## src/rtl/arb_pkg.sv

```systemverilog
`default_nettype none
// +--------------------------------------------------------------------+
// | arb_pkg : shared types, sizes and helpers for the rr_arbiter4 slice |
// | Rev 1.0                                                              |
// +--------------------------------------------------------------------+
package arb_pkg;

  localparam int N_REQ = 4;
  localparam int ID_W  = 2;

  typedef enum logic {
    IDLE  = 1'b0,
    GRANT = 1'b1
  } arb_state_t;

  function automatic logic [N_REQ-1:0] onehot(input logic [ID_W-1:0] id);
    onehot     = '0;
    onehot[id] = 1'b1;
  endfunction

endpackage
`default_nettype wire

```

## src/rtl/rr_pick.sv

```systemverilog
`default_nettype none
// +--------------------------------------------------------------------+
// | rr_pick : combinational winner select, round-robin or fixed prio    |
// | Rev 1.0                                                              |
// +--------------------------------------------------------------------+
module rr_pick
  import arb_pkg::*;
(
  input  logic [N_REQ-1:0] i_req,
  input  logic [ID_W-1:0]  i_ptr,
  input  logic             i_mode,
  output logic [ID_W-1:0]  o_win_id,
  output logic             o_win_valid
);

  logic [ID_W-1:0]  w_ptr;
  logic [ID_W-1:0]  w_idx;
  logic [N_REQ-1:0] w_rot;

  // Rotate so the search origin sits at bit 0; fixed priority uses origin 0
  // and scans for the highest index instead of the lowest.
  always_comb begin
    w_ptr = i_mode ? i_ptr : '0;
    w_rot = '0;
    for (int i = 0; i < N_REQ; i++) begin
      w_rot[i] = i_req[ID_W'(i) + w_ptr];
    end
    w_idx = '0;
    if (i_mode) begin
      for (int i = N_REQ-1; i >= 0; i--) begin
        if (w_rot[i]) w_idx = ID_W'(i);
      end
    end else begin
      for (int i = 0; i < N_REQ; i++) begin
        if (w_rot[i]) w_idx = ID_W'(i);
      end
    end
  end

  assign o_win_id    = w_idx + w_ptr;
  assign o_win_valid = |i_req;

endmodule
`default_nettype wire

```

## src/rtl/rr_arbiter4.sv

```systemverilog
`default_nettype none
// +--------------------------------------------------------------------+
// | rr_arbiter4 : 4-client arbiter, RR/fixed priority, hold timeout     |
// | Rev 1.0                                                              |
// +--------------------------------------------------------------------+
module rr_arbiter4
  import arb_pkg::*;
#(
  parameter int MAX_HOLD = 8,
  parameter int CNT_W    = 8
) (
  input  logic             clk,
  input  logic             rst,
  input  logic [N_REQ-1:0] req,
  input  logic             mode,
  output logic [N_REQ-1:0] gnt,
  output logic [ID_W-1:0]  gnt_id,
  output logic             gnt_valid,
  output logic             timeout
);

  arb_state_t       r_state;
  logic [ID_W-1:0]  r_ptr;
  logic [CNT_W-1:0] r_hold_cnt;
  logic [N_REQ-1:0] r_gnt;
  logic [ID_W-1:0]  r_gnt_id;
  logic             r_gnt_valid;
  logic             r_timeout;

  logic [ID_W-1:0]  w_win_id;
  logic             w_win_valid;
  logic             w_hold_req;
  logic             w_hold_max;

  rr_pick u_pick (
    .i_req       (req),
    .i_ptr       (r_ptr),
    .i_mode      (mode),
    .o_win_id    (w_win_id),
    .o_win_valid (w_win_valid)
  );

  assign w_hold_req = req[r_gnt_id];
  assign w_hold_max = (r_hold_cnt == CNT_W'(MAX_HOLD));

  always_ff @(posedge clk or posedge rst) begin
    if (rst) begin
      r_state     <= IDLE;
      r_ptr       <= '0;
      r_hold_cnt  <= '0;
      r_gnt       <= '0;
      r_gnt_id    <= '0;
      r_gnt_valid <= 1'b0;
      r_timeout   <= 1'b0;
    end else begin
      r_timeout <= 1'b0;
      case (r_state)
        IDLE: begin
          if (w_win_valid) begin
            r_state     <= GRANT;
            r_gnt       <= onehot(w_win_id);
            r_gnt_id    <= w_win_id;
            r_gnt_valid <= 1'b1;
            r_hold_cnt  <= CNT_W'(1);
          end
        end
        GRANT: begin
          // Any release, voluntary or forced, lands in IDLE for one bubble.
          if (!w_hold_req || w_hold_max) begin
            r_state     <= IDLE;
            r_gnt       <= '0;
            r_gnt_valid <= 1'b0;
            r_hold_cnt  <= '0;
            r_ptr       <= r_gnt_id + ID_W'(1);
            r_timeout   <= w_hold_req;
          end else begin
            r_hold_cnt <= r_hold_cnt + CNT_W'(1);
          end
        end
        default: r_state <= IDLE;
      endcase
    end
  end

  assign gnt       = r_gnt;
  assign gnt_id    = r_gnt_id;
  assign gnt_valid = r_gnt_valid;
  assign timeout   = r_timeout;

endmodule
`default_nettype wire

```

## config.mk

```make
export PLATFORM = sky130hd
export DESIGN_NAME = rr_arbiter4
export DESIGN_NICKNAME = d
export VERILOG_FILES = /design/src/rtl/arb_pkg.sv /design/src/rtl/rr_pick.sv /design/src/rtl/rr_arbiter4.sv
export SDC_FILE = /design/constraint.sdc
export NUM_CORES = 1
export LEC_CHECK = 0
export CORE_MARGIN = 4
export CORE_UTILIZATION = 62
export CTS_BUF_LIST = sky130_fd_sc_hd__clkbuf_8
export CTS_CLUSTER_DIAMETER = 60
export DETAILED_ROUTE_END_ITERATION = 7
export PLACE_DENSITY = 0.95
export SYNTH_ARGS = -nofsm -noshare
export SYNTH_HDL_FRONTEND = slang
export SYNTH_SLANG_ARGS = --single-unit
```

## constraint.sdc

```tcl
create_clock -name clk -period 4.8 [get_ports clk]
set_clock_uncertainty 0.05 [all_clocks]
set_input_delay 0.48 -clock clk [delete_from_list [all_inputs] [get_ports clk]]
set_output_delay 0.48 -clock clk [all_outputs]
set_load 0.05 [all_outputs]
```

==> results of run 1 <==
through the flow:
step	std cells	area (um2)	utilization, %
final	169	1410	72.7
after global routing	169	1410	72.7
after CTS	169	1410	72.7
after detailed placement	165	1370	70.4
after global placement	165	1370	70.4
after floorplan	132	1270	-
where the power goes:
group / leakage, nW / internal (mW) / switching (mW)
Clock: 0.0269 / 0.0569 / 0.0524
Combinational: 0.317 / 0.167 / 0.263
Sequential: 0.246 / 0.209 / 0.0729
layout make-up:
cell class,instances,area (um2)
multi-input cells,96,684
repair buffers,14,140
flip-flops and latches,19,475
fillers,154,529
well taps,27,33.8
clock inverters,1,3.75
clock buffers,3,41.3
inverters,9,33.8
critical path: cells and delay by family:
family	cells	cell delay (ns)
buffers and inverters	1	0.60
XOR/XNOR	1	0.13
multiplexers	1	0.35
adder cells (fa/ha/maj)	1	0.26
AO/OA/AOI/OAI	4	0.72
AND/OR/NAND/NOR	2	0.26
final timing paths:
path	start	end	slack, ns	cells after the start
max	req[2]	gnt[2]	2.08	10
min	gnt[1]	gnt[1]	0.46	1
max reg2reg	r_ptr[0]	gnt[2]	2.35	9
min reg2reg	gnt[1]	gnt[1]	0.46	1
max in group asynchronous	rst	gnt_valid	3.66	2
min in group asynchronous	rst	gnt[1]	0.60	2
metal layers:
layer / routed length, um / track usage, % / vias to the layer above
li1: - / - / 508
met1: 1210 / 30.2 / 529
met2: 1460 / 40.7 / 34
met3: 117 / 4.79 / 6
met4: 39 / 8.51 / 0
met5: 0 / 0 / -
synthesized netlist by cell type (all sizes together) (2+ instances only):
cell type | n | area [um2]
a32o | 4 | 40.0
o32ai | 2 | 17.5
o31a | 2 | 18.8
mux2i | 2 | 20.0
nand3 | 5 | 25.0
inv | 9 | 33.8
nor2 | 13 | 51.3
nor3 | 6 | 30.0
nand2 | 10 | 37.5
xnor2 | 3 | 26.3
nor4b | 3 | 32.5
buf | 7 | 68.8
o22ai | 4 | 25.0
dfrtp | 19 | 475
xor2 | 3 | 26.3
o21ai | 12 | 60.1
mux2 | 3 | 37.5
ha | 3 | 37.5
layout by cell type, fill, tap and decap left out, types with 2 or more instances in the layout:
| cell type | Yosys | final |
|---|---|---|
| clkbuf_8 | 0 | 3 |
| xnor2_1 | 3 | 3 |
| clkdlybuf4s50_1 | 0 | 14 |
| a32o_1 | 4 | 4 |
| xor2_1 | 3 | 3 |
| nor3_1 | 6 | 6 |
| nand2_1 | 10 | 10 |
| o32ai_1 | 2 | 2 |
| nor4b_1 | 2 | 2 |
| mux2_2 | 2 | 2 |
| ha_1 | 3 | 3 |
| nand3_1 | 5 | 5 |
| inv_1 | 9 | 10 |
| o21ai_0 | 12 | 12 |
| o22ai_1 | 4 | 4 |
| dfrtp_1 | 19 | 19 |
| mux2i_1 | 2 | 2 |
| nor2_1 | 12 | 12 |
cell families after synthesis:
group	count (synthesis)
XOR/XNOR	6
AND/OR/NAND/NOR	44
flip-flops	19
AO/OA/AOI/OAI	37
multiplexers	6
adder cells (fa/ha/maj)	3
buffers and inverters	17
flip-flops by register name, summed over array words and instances (netlist names):
name and cells:
r_hold_cnt 8, gnt 4, gnt_id 2, r_ptr 2, gnt_valid 1, r_state 1
timeout 1
==> flow_summary.ini, run 1 <==
[run_status]
status = complete, no violations

[sta]
max_freq_mhz = 368
whs_ns = 0.455
finalMaxSlewViolations = 0
finalHoldViolCount = 0
post-route-period-util_pct = 56.7
rsz0062_at_grt = no
setup_ws_ns = 2.08
slew_headroom_pct = 53.2
setup_tns_ns = 0
tightestPinTransition_ns = 0.701
final.min_clock_period_ns = 2.72
setup_viol = 0

[clock_network]
clk_latency_ns = 0.25
cts_tree = done
cts_buffers = 3
ctsLongestPathBuffers = 2
hold_buffers = 0
htree_levels = 1
cts_setup_buffers = 0
cts-root-buf = clkbuf_8
cts_sinks = 19
cts_resized = 0
path_clk_slew_ns = 0.07

[yosys]
syn_avg_cell_area_um2 = 9.59
ys_types = 46
synth_seq_cells = 19
synthArstFlopShare_pct = 100
yosys.area_share.simple_pct = 18.9
syn_area_mm2 = 0.00127
yosysWarningCount = 0
synth_edf_count = 0
seq_area_frac_synth_pct = 37.5
synth-compound-area-share_pct = 21.7
synth-adder-area-share_pct = 2.96
synth_mux_area_share_pct = 6.32
synth_top_family_by_area = compound AO/OA/AOI/OAI gates
synthFlopType = dfrtp_1
synth_cells = 132
syn_nets = 142
synth-xor-area-share_pct = 4.15

[global_route]
overflow = 0
grt_pass1_wl_um = 4900
grt_max_degree = 20
antenna_found_initial = 0
grt_pass1_vias = 1041
grt_usage_pct = 24.1

[pwr]
total_power_mw = 0.821
power.leakage_nw = 0.590
peakVddDrop_mv = 0.426
power_density_mw_per_mm2 = 581

[placement]
place.gp.congestion = 0.907
portBuffers = 14
dpl.hpwl_um = 2110
pre_cts_ws_ns = 1.81

[final_layout]
layout-drive-gt1-share_pct = 9.86
num_antenna_cells = 0
nNetsFinal = 153
area_growth_syn_to_layout_pct = 11.6

[routing]
drcViolationCount = 0
ant_nets = 0
drt_wl_total_um = 2820
drt-pass1-iter-count = 4
via_per_inst = 6.37
vias = 1077
drt_iter0_markers = 54
wl_per_cell_um = 16.7

[die]
die-area_mm2 = 0.00283
dieWidth_um = 53.2
pin_count = 15
dieHeight_um = 53.2
initial_core_util_pct = 65.2
floorplan.rows = 16
coreArea_mm2 = 0.00194

[critical_path]
arrival_ns = 2.81
crit_path_max_incr_delay_ns = 0.60
path_max_fanout = 11
cp_slowest_cell = clkdlybuf4s50_1
startpoint_type = input port
end_kind = flop
cp.required_ns = 4.89
path_cells = clkdlybuf4s50_1 > mux2_2 > o22ai_1 > a21oi_1 > nor3_1 > nor3_1 > a221oi_1 > ha_1 > xnor2_1 > a32o_1
cp_common_cell = nor3_1
critPathKind = input port to flop

[run]
cap_violations = 0

[min_path]
min_path_type = flop to flop
(Power assumes the default switching activity.)
==> run 2: changes to the inputs <==
- CORE_UTILIZATION: 62 -> 52
- PLACE_DENSITY: 0.95 -> 0.89
- clock period: 4.8 -> 2.5 ns (I/O delays scaled with it)
==> run 2 against run 1 <==
Effect of this change:
- utilization decreased by 5.9 points
- clock power increased by 95%
- setup slack got worse by 1.9 ns
- first-iteration DRC count decreased by 11%
- sequential share of layout area decreased by 2.0 points
- wire length increased by 0.25%
- critical endpoint is now gnt[1]
- worst hold slack got worse by 0.11 ns
- die area increased by 16%
- power increased by 96%
- critical path depth decreased by 1
- global-route usage decreased by 5.2 points
- sequential power increased by 87%
- largest cell class unchanged
- critical path type unchanged
==> flow_summary.ini, run 2 (synthesis gave the netlist of run 1 again) <==
[run_status]
status = complete, no violations

[clock_network]
cts_buffers = 3
cts_resized = 0
cts_sinks = 19
path_clk_slew_ns = 0.07
cts-root-buf = clkbuf_8
hold_buffers = 0
ctsLongestPathBuffers = 2
clk_latency_ns = 0.26
cts_setup_buffers = 0
htree_levels = 1
cts_tree = done

[routing]
wl_per_cell_um = 15.5
vias = 1128
ant_nets = 0
drt_wl_total_um = 2830
drt-pass1-iter-count = 4
drt_iter0_markers = 48
via_per_inst = 6.20
drcViolationCount = 0

[critical_path]
cp.required_ns = 2.60
critPathKind = input port to flop
arrival_ns = 2.43
startpoint_type = input port
path_max_fanout = 6
end_kind = flop

[sta]
final.min_clock_period_ns = 2.33
rsz0062_at_grt = no
slew_headroom_pct = 53.0
post-route-period-util_pct = 93.2
setup_viol = 0
finalMaxSlewViolations = 0
max_freq_mhz = 429
tightestPinTransition_ns = 0.705
finalHoldViolCount = 0

[final_layout]
area_growth_syn_to_layout_pct = 19.0
final_cell_mix = dfrtp_1, clkdlybuf4s50_1, o21ai_0, nor2_1, buf_4
largest-register = r_hold_cnt
finalNonFillerCells = 182
layout-drive-gt1-share_pct = 18.2
fillers = 196
final_common_cell = dfrtp_1
fin_util_pct = 66.8
num_antenna_cells = 0
nNetsFinal = 165
largest_reg_flops = 8

[global_route]
overflow = 0
grt_pass1_wl_um = 4880
grt_max_degree = 20
antenna_found_initial = 0
grt_pass1_vias = 1036
grt_usage_pct = 18.9

[pwr]
power.leakage_nw = 0.646
power_density_mw_per_mm2 = 1070
peakVddDrop_mv = 0.929

[min_path]
min_path_type = input port to async pin

[die]
dieHeight_um = 57.3
pin_count = 15
floorplan.rows = 17
dieWidth_um = 57.3
die-area_mm2 = 0.00329
initial_core_util_pct = 56.2
coreArea_mm2 = 0.00225

[placement]
dpl.hpwl_um = 2160
portBuffers = 14
place.gp.congestion = 0.901
place_inst = 178

[run]
cap_violations = 0
==> run 2: cell types whose count changed in the layout (fill, tap and decap cells not counted), sizes merged <==
cell,delta
clkinv,+1
inv,-1
buf,+12
==> run 2: routing by layer <==
layer / vias to the layer above / global-route usage, % / routed length [um]
met5: - / 0 / 0
met4: 0 / 7.95 / 38
met3: 6 / 3.85 / 190
met2: 47 / 28.5 / 1310
met1: 543 / 26.3 / 1290
li1: 532 / - / -
==> run 2: critical path, cell delays in order <==
cell and delay (ns):
clkdlybuf4s50_1 0.57, nand2_1 0.15, o32ai_1 0.38, nor3_1 0.11, nor3_1 0.20, a221oi_1 0.08, ha_1 0.24, xor2_1 0.19
a32o_1 0.26
==> run 2: layout make-up <==
cell class | instances | area, um2 | area share [%]
Clock inverter | 1 | 5.00 | 0.332
Clock buffer | 3 | 41.3 | 2.74
Tap cell | 28 | 35.0 | 2.33
Multi-Input combinational cell | 96 | 684 | 45.4
Timing Repair Buffer | 26 | 230 | 15.3
Sequential cell | 19 | 477 | 31.6
Inverter | 9 | 33.8 | 2.24
==> run 2: through the flow <==
stage          instance area (um2)  power [mW]  setup TNS (ns)  hold WS (ns)  setup WS [ns]
6_report                      1510        1.61               0         0.348          0.170
5_1_grt                       1510        1.72               0         0.408         0.0607
4_1_cts                       1510        1.61               0         0.366          0.185
3_5_place_dp                  1460        1.39          -0.218         0.437        -0.0474
3_3_place_gp                  1460        1.36               0         0.433         0.0497
2_1_floorplan                 1270        1.14               0         0.151          0.399
==> run 2: report_power, final <==
part | leakage [nW] | internal [mW] | switching [mW]
Clock | 0.0255 | 0.111 | 0.102
Sequential | 0.245 | 0.404 | 0.122
Combinational | 0.376 | 0.360 | 0.509
==> run 2: final timing paths <==
kind | start | end | slack [ns] | cells past startpoint
max | mode | gnt[1] | 0.17 | 9
min | rst | r_hold_cnt[6] | 0.35 | 2
max reg2reg | r_ptr[0] | gnt[2] | 0.23 | 9
min reg2reg | gnt[3] | gnt[3] | 0.45 | 1
max in group asynchronous | rst | r_ptr[0] | 1.56 | 2
min in group clk | gnt[3] | gnt[3] | 0.45 | 1
==> run 3: changes to the inputs <==
- CELL_PAD_IN_SITES_DETAIL_PLACEMENT: not set -> 1
- CELL_PAD_IN_SITES_GLOBAL_PLACEMENT: not set -> 1
- CORE_UTILIZATION: 52 -> 40
==> run 3 against run 2 <==
Effect of this change:
- worst hold slack better by 0.022 ns
- utilization is 16 points lower
- sequential power is 1% lower
- wire length is 20% higher
- critical path type is now flop to flop
- largest cell class unchanged
- largest power group unchanged
==> flow_summary.ini, run 3 (synthesis gave the netlist of run 1 again) <==
[clock_network]
path_clk_slew_ns = 0.07
hold_buffers = 0
cts_buffers = 3
ctsLongestPathBuffers = 2
htree_levels = 1
cts_sinks = 19
clk_latency_ns = 0.26
cts_tree = done
cts-root-buf = clkbuf_8

[critical_path]
cp_common_cell = nor3_1
path_max_fanout = 8
end_kind = flop
crit_path_max_incr_delay_ns = 0.41
cp.required_ns = 2.59
cp_slowest_cell = dfrtp_1
startpoint_type = flop
critPathTopFamily = compound AO/OA/AOI/OAI gates
arrival_ns = 2.43
path_cells = buf_4 > nand2_1 > inv_1 > a22o_1 > nor3_1 > nor3_1 > a221oi_1 > ha_1 > xnor2_1 > a32o_1
critPathKind = flop to flop
worst-path-buf-inv = 2

[die]
initial_core_util_pct = 41.5
die-area_mm2 = 0.00413
floorplan.rows = 20
dieWidth_um = 64.3
coreArea_mm2 = 0.00305
dieHeight_um = 64.3
pin_count = 15

[global_route]
overflow = 0
grt_pass1_vias = 1153
grt_usage_pct = 17.7
grt_pass1_wl_um = 5730
antenna_found_initial = 0
grt_max_degree = 20

[routing]
drt_iter0_markers = 25
vias = 1118
wl_per_cell_um = 17.1
ant_nets = 0
drt_wl_total_um = 3410
drcViolationCount = 0
drt-pass1-iter-count = 4
via_per_inst = 5.62

[sta]
finalMaxSlewViolations = 0
max_freq_mhz = 428
tightestPinTransition_ns = 0.762
rsz0062_at_grt = no
finalHoldViolCount = 0
final.min_clock_period_ns = 2.34
setup_viol = 0
setup_tns_ns = 0
post-route-period-util_pct = 93.4
slew_headroom_pct = 49.2

[final_layout]
fin_util_pct = 50.4
area_growth_syn_to_layout_pct = 21.5
layout-drive-gt1-share_pct = 18.1
num_antenna_cells = 0
nNetsFinal = 166
largest_reg_flops = 8
largest-register = r_hold_cnt
final_cell_area_mm2 = 0.00154
final_common_cell = dfrtp_1
finalNonFillerCells = 199
final_cell_mix = dfrtp_1, clkdlybuf4s50_1, buf_4

[run]
cap_violations = 0

[placement]
place_inst = 195
place.gp.congestion = 0.954
dpl.hpwl_um = 2590
post_dp_cell_area_mm2 = 0.00149
portBuffers = 14

[pwr]
peakVddDrop_mv = 0.621
total_power_mw = 1.64
power.leakage_nw = 0.656
power_density_mw_per_mm2 = 1070

[min_path]
min_path_type = input port to async pin

[run_status]
status = complete, no violations
run 3: changes by cell type in the layout (fill, tap and decap cells not counted), sizes merged:
cell    previous run  this run
buf               12        13
clkinv             1         0
inv                9        10
run 3: what timing repair did:
action | in CTS | in global routing
gates resized for setup | 0 | 1
setup endpoints to repair | 0 | 5
buffers inserted | 0 | 0
run 3: routing by layer:
metal  track usage (%)  up-vias  share of wire, %
met4              3.17        0              0.85
met5                 0        -                 0
met3              3.87        4               3.6
met1              23.3      556                47
li1                  -      532                 -
met2              30.2       26                49
run 3: layout make-up:
class	instances	area, um2
flip-flops and latches	19	475
clock inverters	1	3.75
repair buffers	27	238
well taps	44	55.1
fillers	369	1510
multi-input cells	96	692
clock buffers	3	41.3
inverters	9	33.8
run 3: report_power, final:
part / total (mW) / leakage (nW) / internal (mW) / switching [mW]
clock network: 0.215 / 0.0269 / 0.109 / 0.106
logic: 0.905 / 0.383 / 0.360 / 0.544
registers: 0.521 / 0.246 / 0.402 / 0.118
run 3: worst reg2reg max path, stage by stage, from the launching register on:
cell,delay (ns)
dfrtp_1,0.41
buf_4,0.18
nand2_1,0.17
inv_1,0.08
a22o_1,0.19
nor3_1,0.19
nor3_1,0.08
a221oi_1,0.23
ha_1,0.25
xnor2_1,0.12
a32o_1,0.29
run 3: metrics by stage:
stage	hold slack [ns]	setup WS, ns
6_report	0.370	0.164
5_1_grt	0.432	0.0210
4_1_cts	0.395	0.161
3_5_place_dp	0.446	-0.0850
3_3_place_gp	0.431	0.0240
2_1_floorplan	0.151	0.399
run 3: path summary, 6_finish.rpt:
| path | startpoint | endpoint | slack (ns) | depth (start not counted) |
|---|---|---|---|---|
| max | r_ptr[0] | gnt[3] | 0.16 | 10 |
| min | rst | r_hold_cnt[1] | 0.37 | 2 |
| max reg2reg | r_ptr[0] | gnt[3] | 0.16 | 10 |
| min reg2reg | gnt[0] | gnt[0] | 0.46 | 1 |
| max in group asynchronous | rst | gnt[3] | 1.55 | 2 |
| min in group clk | gnt[0] | gnt[0] | 0.46 | 1 |
